<file path="src/rtl/multicycle_adder.sv">
// Multi-cycle adder/subtractor: adds one CHUNK-bit slice per clock, LSB slice first.
// Define ADDER_SATURATE_EN to clamp sum on signed overflow.
module multicycle_adder #(
  parameter int unsigned WIDTH = 16,
  parameter int unsigned CHUNK = 4
) (
  input  logic             clk,
  input  logic             reset,
  input  logic             start,
  input  logic             sub,
  input  logic [WIDTH-1:0] a,
  input  logic [WIDTH-1:0] b,
  output logic             busy,
  output logic             done,
  output logic [WIDTH-1:0] sum,
  output logic             carryout,
  output logic             overflow,
  output logic             zero
);

  localparam int unsigned N    = WIDTH / CHUNK;
  localparam int unsigned CntW = (N > 1) ? $clog2(N) : 1;

  typedef enum logic [1:0] {StIdle, StRun, StDone} state_e;

  state_e            state_q, state_d;
  logic [CntW-1:0]   cnt_q;
  logic [WIDTH-1:0]  a_sh_q, b_sh_q, acc_q;
  logic              carry_q, a_msb_q, b_msb_q;
  logic [WIDTH-1:0]  sum_q;
  logic              carryout_q, overflow_q, zero_q;

  logic [CHUNK:0]    slice_res;
  logic [WIDTH-1:0]  acc_d, sum_d;
  logic              last_slice, msb_cin, ovf;

  assign last_slice = (cnt_q == CntW'(N - 1));

  always_comb begin
    state_d = state_q;
    unique case (state_q)
      StIdle:  if (start) state_d = StRun;
      StRun:   if (last_slice) state_d = StDone;
      StDone:  state_d = StIdle;
      default: state_d = StIdle;
    endcase
  end

  // Slices shift in at the top so that after N steps they sit in LSB-first order.
  always_comb begin
    slice_res = {1'b0, a_sh_q[CHUNK-1:0]} + {1'b0, b_sh_q[CHUNK-1:0]}
              + {{CHUNK{1'b0}}, carry_q};
    acc_d     = (acc_q >> CHUNK) | (WIDTH'(slice_res[CHUNK-1:0]) << (WIDTH - CHUNK));
    msb_cin   = acc_d[WIDTH-1] ^ a_msb_q ^ b_msb_q;
    ovf       = msb_cin ^ slice_res[CHUNK];
`ifdef ADDER_SATURATE_EN
    // On overflow both operands share a sign, which is the sign of the true result.
    sum_d     = ovf ? {a_msb_q, {(WIDTH-1){~a_msb_q}}} : acc_d;
`else
    sum_d     = acc_d;
`endif
  end

  always_ff @(posedge clk) begin
    if (reset) state_q <= StIdle;
    else       state_q <= state_d;
  end

  always_ff @(posedge clk) begin
    if (reset) begin
      cnt_q      <= '0;
      a_sh_q     <= '0;
      b_sh_q     <= '0;
      acc_q      <= '0;
      carry_q    <= 1'b0;
      a_msb_q    <= 1'b0;
      b_msb_q    <= 1'b0;
      sum_q      <= '0;
      carryout_q <= 1'b0;
      overflow_q <= 1'b0;
      zero_q     <= 1'b0;
    end else if (state_q == StIdle && start) begin
      a_sh_q  <= a;
      b_sh_q  <= b ^ {WIDTH{sub}};
      carry_q <= sub;
      a_msb_q <= a[WIDTH-1];
      b_msb_q <= b[WIDTH-1] ^ sub;
      cnt_q   <= '0;
    end else if (state_q == StRun) begin
      a_sh_q  <= a_sh_q >> CHUNK;
      b_sh_q  <= b_sh_q >> CHUNK;
      carry_q <= slice_res[CHUNK];
      acc_q   <= acc_d;
      cnt_q   <= cnt_q + CntW'(1);
      if (last_slice) begin
        sum_q      <= sum_d;
        carryout_q <= slice_res[CHUNK];
        overflow_q <= ovf;
        zero_q     <= (acc_d == '0);
      end
    end
  end

  assign busy     = (state_q != StIdle);
  assign done     = (state_q == StDone);
  assign sum      = sum_q;
  assign carryout = carryout_q;
  assign overflow = overflow_q;
  assign zero     = zero_q;

endmodule

</file>
<file path="config.mk">
export PLATFORM = sky130hd
export DESIGN_NAME = multicycle_adder
export DESIGN_NICKNAME = d
export VERILOG_FILES = /design/src/rtl/multicycle_adder.sv
export SDC_FILE = /design/constraint.sdc
export NUM_CORES = 1
export LEC_CHECK = 0
export CAP_MARGIN = 10
export CORE_AREA = 2 2 73 144
export DETAILED_ROUTE_END_ITERATION = 7
export DIE_AREA = 0 0 75 146
export GPL_ROUTABILITY_DRIVEN = 0
export GPL_TIMING_DRIVEN = 0
export PLACE_DENSITY = 0.63
export SLEW_MARGIN = 10
export SYNTH_ARGS = -nofsm -noshare
export SYNTH_HDL_FRONTEND = slang
export SYNTH_SLANG_ARGS = --single-unit
</file>
<file path="constraint.sdc">
create_clock -name clk -period 2.7 [get_ports clk]
set_input_delay 0.405 -clock clk [delete_from_list [all_inputs] [get_ports clk]]
set_output_delay 0.405 -clock clk [all_outputs]
set_load 0.1 [all_outputs]
</file>
# --- After elaboration in Yosys (flattened, before gate mapping) ---
# Cells that the tools add are included.
word_totals:
  register_bits: 74
  latchBits: 0
  mem_bits_rw: 0
  romBits: 0
  inputBits: 36
  memories: 0
classes:
  addsub: 3
  multipliers: 0
  div: 0
  n_lt_le_gt_ge: 0
  eq_ne: 5
  shifts: 0
  n_mux: 9
  n_bitwise: 7
  reduce_logical: 9
ops:
  columns: ["op", "count"]
  rows:
  - ["$mux 16", 4]
  - ["$logic_not 16->1", 1]
  - ["$or 12x16->16", 1]
  - ["$xor 16x16->16", 1]
  - ["$add 4x4->5", 1]
  - ["$add 5x1->5", 1]
  - ["$eq 2x2->1 const B", 2]
  - ["$mux 2", 2]
  - ["$ne 2x2->1 const B", 2]
  - ["$pmux 2 s2", 1]
  - ["$reduce_and 2->1", 2]
  - ["$reduce_bool 2->1", 2]
  - ["$xor 1x1->1", 4]
  - ["$reduce_and 3->1", 1]
  - ["$add 2x1->2 const B", 1]
  - ["$eq 2x1->1 const B", 1]
  - ["$logic_not 2->1", 1]
  - ["$mux 1", 2]
  - ["$reduce_or 2->1", 1]
  - ["$logic_and 1x1->1", 1]
  - ["$not 1->1", 1]

# --- Logic depth before layout (Yosys ltp) ---
logic_depth:
  ltp_word: 6
  depth_mapped: 6

# --- Worst setup path before layout ---
# Ideal clock, no wire load.
synth_timing:
  kind: "register to register"
  start: "register a_sh_q[0]"
  end: "register overflow_q, in the netlist overflow"
  arrival_time_ns: 1.891
  required_time_ns: 2.584
  slack_ns: 0.693
  path_stages_with_launch: 7
  n_path_buf: 0
  synth_period_minus_slack_ns: 2.007
  path_cell_list: "dfxtp_1 > fa_1 > fa_1 > nand3_1 > nand3_1 > a211o_1 > a31o_2"
synth_via:
  elab_chain_cells: 6
synth_rtl:
  columns: ["item", "line", "source"]
  rows:
  - ["from (decl)", "28", "logic [WIDTH-1:0] a_sh_q, b_sh_q, acc_q;"]
  - ["from (signal assigned)", "90", "a_sh_q <= a_sh_q >> CHUNK;"]
  - ["$add 4x4->5 *", "51", "slice_res = {1'b0, a_sh_q[CHUNK-1:0]} + {1'b0, b_sh_q[CHUNK-1:0]}"]
  - ["$add 5x1->5 *", "52", "+ {{CHUNK{1'b0}}, carry_q};"]
  - ["$or 12x16->16", "53", "acc_d = (acc_q >> CHUNK) | (WIDTH'(slice_res[CHUNK-1:0]) << (WIDTH - CHUNK));"]
  - ["$xor 1x1->1 (2 in series)", "54", "msb_cin = acc_d[WIDTH-1] ^ a_msb_q ^ b_msb_q;"]
  - ["$xor 1x1->1 *", "55", "ovf = msb_cin ^ slice_res[CHUNK];"]
  - ["to (signal assigned)", "98", "overflow_q <= ovf;"]
  - ["to (decl)", "31", "logic carryout_q, overflow_q, zero_q;"]
# Mark *: on every way between the ends. The rest lies on a longest branch, timed or not.
# A chain may end at the register's enable or synchronous reset.

# --- Worst setup path in the final report ---
layout_timing:
  start: "register state_q[0]"
  end: "output busy"
layout_via:
  elab_chain_cells: 1
layout_rtl:
  columns: ["item", "line", "source"]
  rows:
  - ["from (decl)", "26", "state_e state_q, state_d;"]
  - ["from (signal assigned)", "65", "if (reset) state_q <= StIdle;"]
  - ["from (signal assigned)", "66", "else state_q <= state_d;"]
  - ["$reduce_bool 2->1", "104", "assign busy = (state_q != StIdle);"]
  - ["to (decl)", "13", "output logic busy,"]
# No other way between the ends.

==> impl_metrics.env <==
export IMPL_finalHoldViolations=0
export IMPL_grt_max_degree=11
export IMPL_p_int_uw=1910
export IMPL_finalCritPeriodShare_pct=93.4
export IMPL_worstPathRequired_ns=2.30
export IMPL_via_count=2583
export IMPL_die_h_um=146
export IMPL_seqPwrFrac_pct=44.2
export IMPL_initialDrtViolationCount=149
export IMPL_crit_fanout=6
export IMPL_cts_setup_buffers=0
export IMPL_slew_viol_final=0
export IMPL_ctsResizeCount=0
export IMPL_hold_class="input pin to register"
export IMPL_worst_slew_pin_slew_ns=0.994
export IMPL_totalWireLength_mm=7.74
export IMPL_synth_seq_cells=70
export IMPL_die_area_um2=11000
export IMPL_stdcell_count=545
export IMPL_whs_ns=0.444
export IMPL_relSlewSlack_pct=33.6
export IMPL_drive_above_1_share_pct=13.6
export IMPL_wl_per_cell_um=14.2
export IMPL_grt_pass1_vias=2648
export IMPL_worst_setup_path_type="register to output pin"
export IMPL_start_util_pct=31.3
export IMPL_p_leak_uw=0.00143
export IMPL_clkLatencyLatePin_ns=0.33
export IMPL_first_pass_iters=5
export IMPL_setup_slack_ns=0.179
export IMPL_clock_skew_ns=0.00436
export IMPL_clock_root_buffer="clkbuf_16"
export IMPL_startpoint_type="register"
export IMPL_report_final_setup_viol=0
export IMPL_vdd_drop_max_uv=345
export IMPL_switchingPower_uw=621
export IMPL_fin_nets=452
export IMPL_switching_share_pct=24.5
export IMPL_cts_tree="built"
export IMPL_synth_area_leaders="dfxtp_1 (46%), nand2_1 (9.5%), a21oi_1 (9.2%)"
export IMPL_grt_ovfl_total=0
export IMPL_powerDensity_nw_per_um2=628
export IMPL_path_clk_slew_ns=0.05
export IMPL_numPortBuffers=54
export IMPL_die_w_um=75
export IMPL_status="complete, no violations"
export IMPL_tns_ns=0
export IMPL_period_needed_ns=2.52
export IMPL_post_place_ws_ns=0.524
export IMPL_seq_area_frac_synth_pct=45.9
export IMPL_clockBufferDepth=2
export IMPL_drc=0
export IMPL_synthCells=345
export IMPL_rows=51
export IMPL_clkSinkCount=70
export IMPL_r2r_cells=6
export IMPL_p_comb_share_pct=12.7
export IMPL_syn2layout_area_growth_pct=32.1
export IMPL_vias_per_cell=4.74
export IMPL_ctsHoldBuffers=0
export IMPL_grt_pass1_wl_mm=12.5
export IMPL_synth_area_leader_cell="dfxtp_1"
export IMPL_antenna_found_initial=0
export IMPL_htree_levels=3
export IMPL_cts_buffers=9
export IMPL_dpl_hpwl_mm=6.10
export IMPL_grt_use_total_pct=15.4
export IMPL_dp_cells=531
export IMPL_syn_area_per_cell_um2=8.86
export IMPL_ios=57
export IMPL_yosysWarnings=0
export IMPL_cp_arrival_ns=2.12
export IMPL_maxCapViolCount=0
export IMPL_fmax_mhz=397
export IMPL_synth_nets=387
export IMPL_rsz0062_at_grt="no"
export IMPL_yosys_area_top_type_share_pct=45.9
export IMPL_coreArea_um2=9760
export IMPL_whs_path_depth=2
export IMPL_antenna_cells=0
export IMPL_drtAntennaViolNets=0
export IMPL_syn_area_um2=3060
export IMPL_cp_end_kind="output pin"
export IMPL_yosysUniqueCellTypes=38
export IMPL_clkPwrFrac_pct=43.1
-- final timing paths --
check | startpoint | to | slack, ns
max | state_q[0]$_SDFFE_PP0P_ | busy | 0.18
min | reset | state_q[1]$_SDFFE_PP0P_ | 0.44
max reg2reg | a_sh_q[0]$_SDFFE_PP0P_ | overflow$_SDFFE_PP0P_ | 0.55
min reg2reg | sum[3]$_SDFFE_PP0P_ | sum[3]$_SDFFE_PP0P_ | 0.45
-- placed cells by master (no fill, tap or decap), drive strengths merged --
master	instances
nor3	4
xnor2	1
a31o	1
a221oi	1
dfxtp	70
buf	15
a21oi	66
a21o	1
inv	2
or3	2
ha	4
nor3b	2
nand3	10
clkdlybuf4s50	54
xor2	18
a22oi	24
nand2	87
clkinv	1
nand2b	2
fa	2
and4	1
nor2	10
nand3b	1
clkbuf	22
nor4	3
mux2i	1
and3	1
a311oi	1
a211o	1
and2b	2
o211ai	2
and2	1
-- state kept, by name, summed over array words and instances (netlist names) --
| signal | flops |
|---|---|
| sum | 16 |
| overflow | 1 |
| zero | 1 |
| carry_q | 1 |
| a_msb_q | 1 |
| carryout | 1 |
| b_sh_q | 16 |
| b_msb_q | 1 |
| acc_q | 12 |
| cnt_q | 2 |
| a_sh_q | 16 |
| state_q | 2 |
-- critical path, stage by stage (launching register included) --
cell,delay (ns)
dfxtp_1,0.49
nor2_1,0.11
inv_1,0.06
clkdlybuf4s50_1,1.12
-- cells in the mapped netlist (all sizes together) --
master / instances
nand2: 87
dfxtp: 70
a21oi: 66
a22oi: 24
xor2: 18
buf: 15
nand3: 10
nor2: 10
clkbuf: 9
ha: 4
nor3: 4
nor4: 3
and2b: 2
fa: 2
inv: 2
nand2b: 2
nor3b: 2
o211ai: 2
or3: 2
a211o: 1
a21o: 1
a221oi: 1
a311oi: 1
a31o: 1
and2: 1
and3: 1
and4: 1
mux2i: 1
nand3b: 1
xnor2: 1
-- power by group through the flow --
stage / registers (uW) / logic, uW / clock network, uW
floorplan: 1130 / 215 / 0
global placement: 1140 / 319 / 0
detailed placement: 1140 / 325 / 0
CTS: 1120 / 326 / 1100
global route: 1120 / 358 / 1150
finish: 1120 / 323 / 1090
-- metrics by stage --
step	util [%]	cell area, um^2	total power (uW)
floorplan	-	3060	1340
finish	41.3	4040	2530
CTS	41.3	4040	2550
global placement	38.5	3760	1460
global route	41.3	4040	2640
detailed placement	38.5	3760	1470
-- metal layers --
layer | routed length, um | part of all wire [%] | track usage [%]
met1 | 2600 | 34 | 14.1
met2 | 4470 | 58 | 28.5
met3 | 304 | 3.9 | 3.95
met4 | 365 | 4.7 | 9.02
met5 | 0 | 0 | 0
-- area by class of cell --
type	instances	area [um^2]
clock buffer	13	270
sequential	70	1400
inverter	2	7.51
clock inverter	1	5.00
buffer	24	173
multi-input combinational	249	1470
tap	132	165
fill	980	5730
timing repair buffer	54	541
-- logic make-up after synthesis --
logic type	count (synthesis)	share of synthesized area, %
XOR/XNOR	19	5.45
multiplexers	1	0.328
AO/OA/AOI/OAI	97	20.2
AND/OR/NAND/NOR	126	19.3
buffers and inverters	26	5.90
flip-flops	70	45.9
adder cells (fa/ha/maj)	6	2.95
No activity file was read; power rests on OpenSTA's default activity.
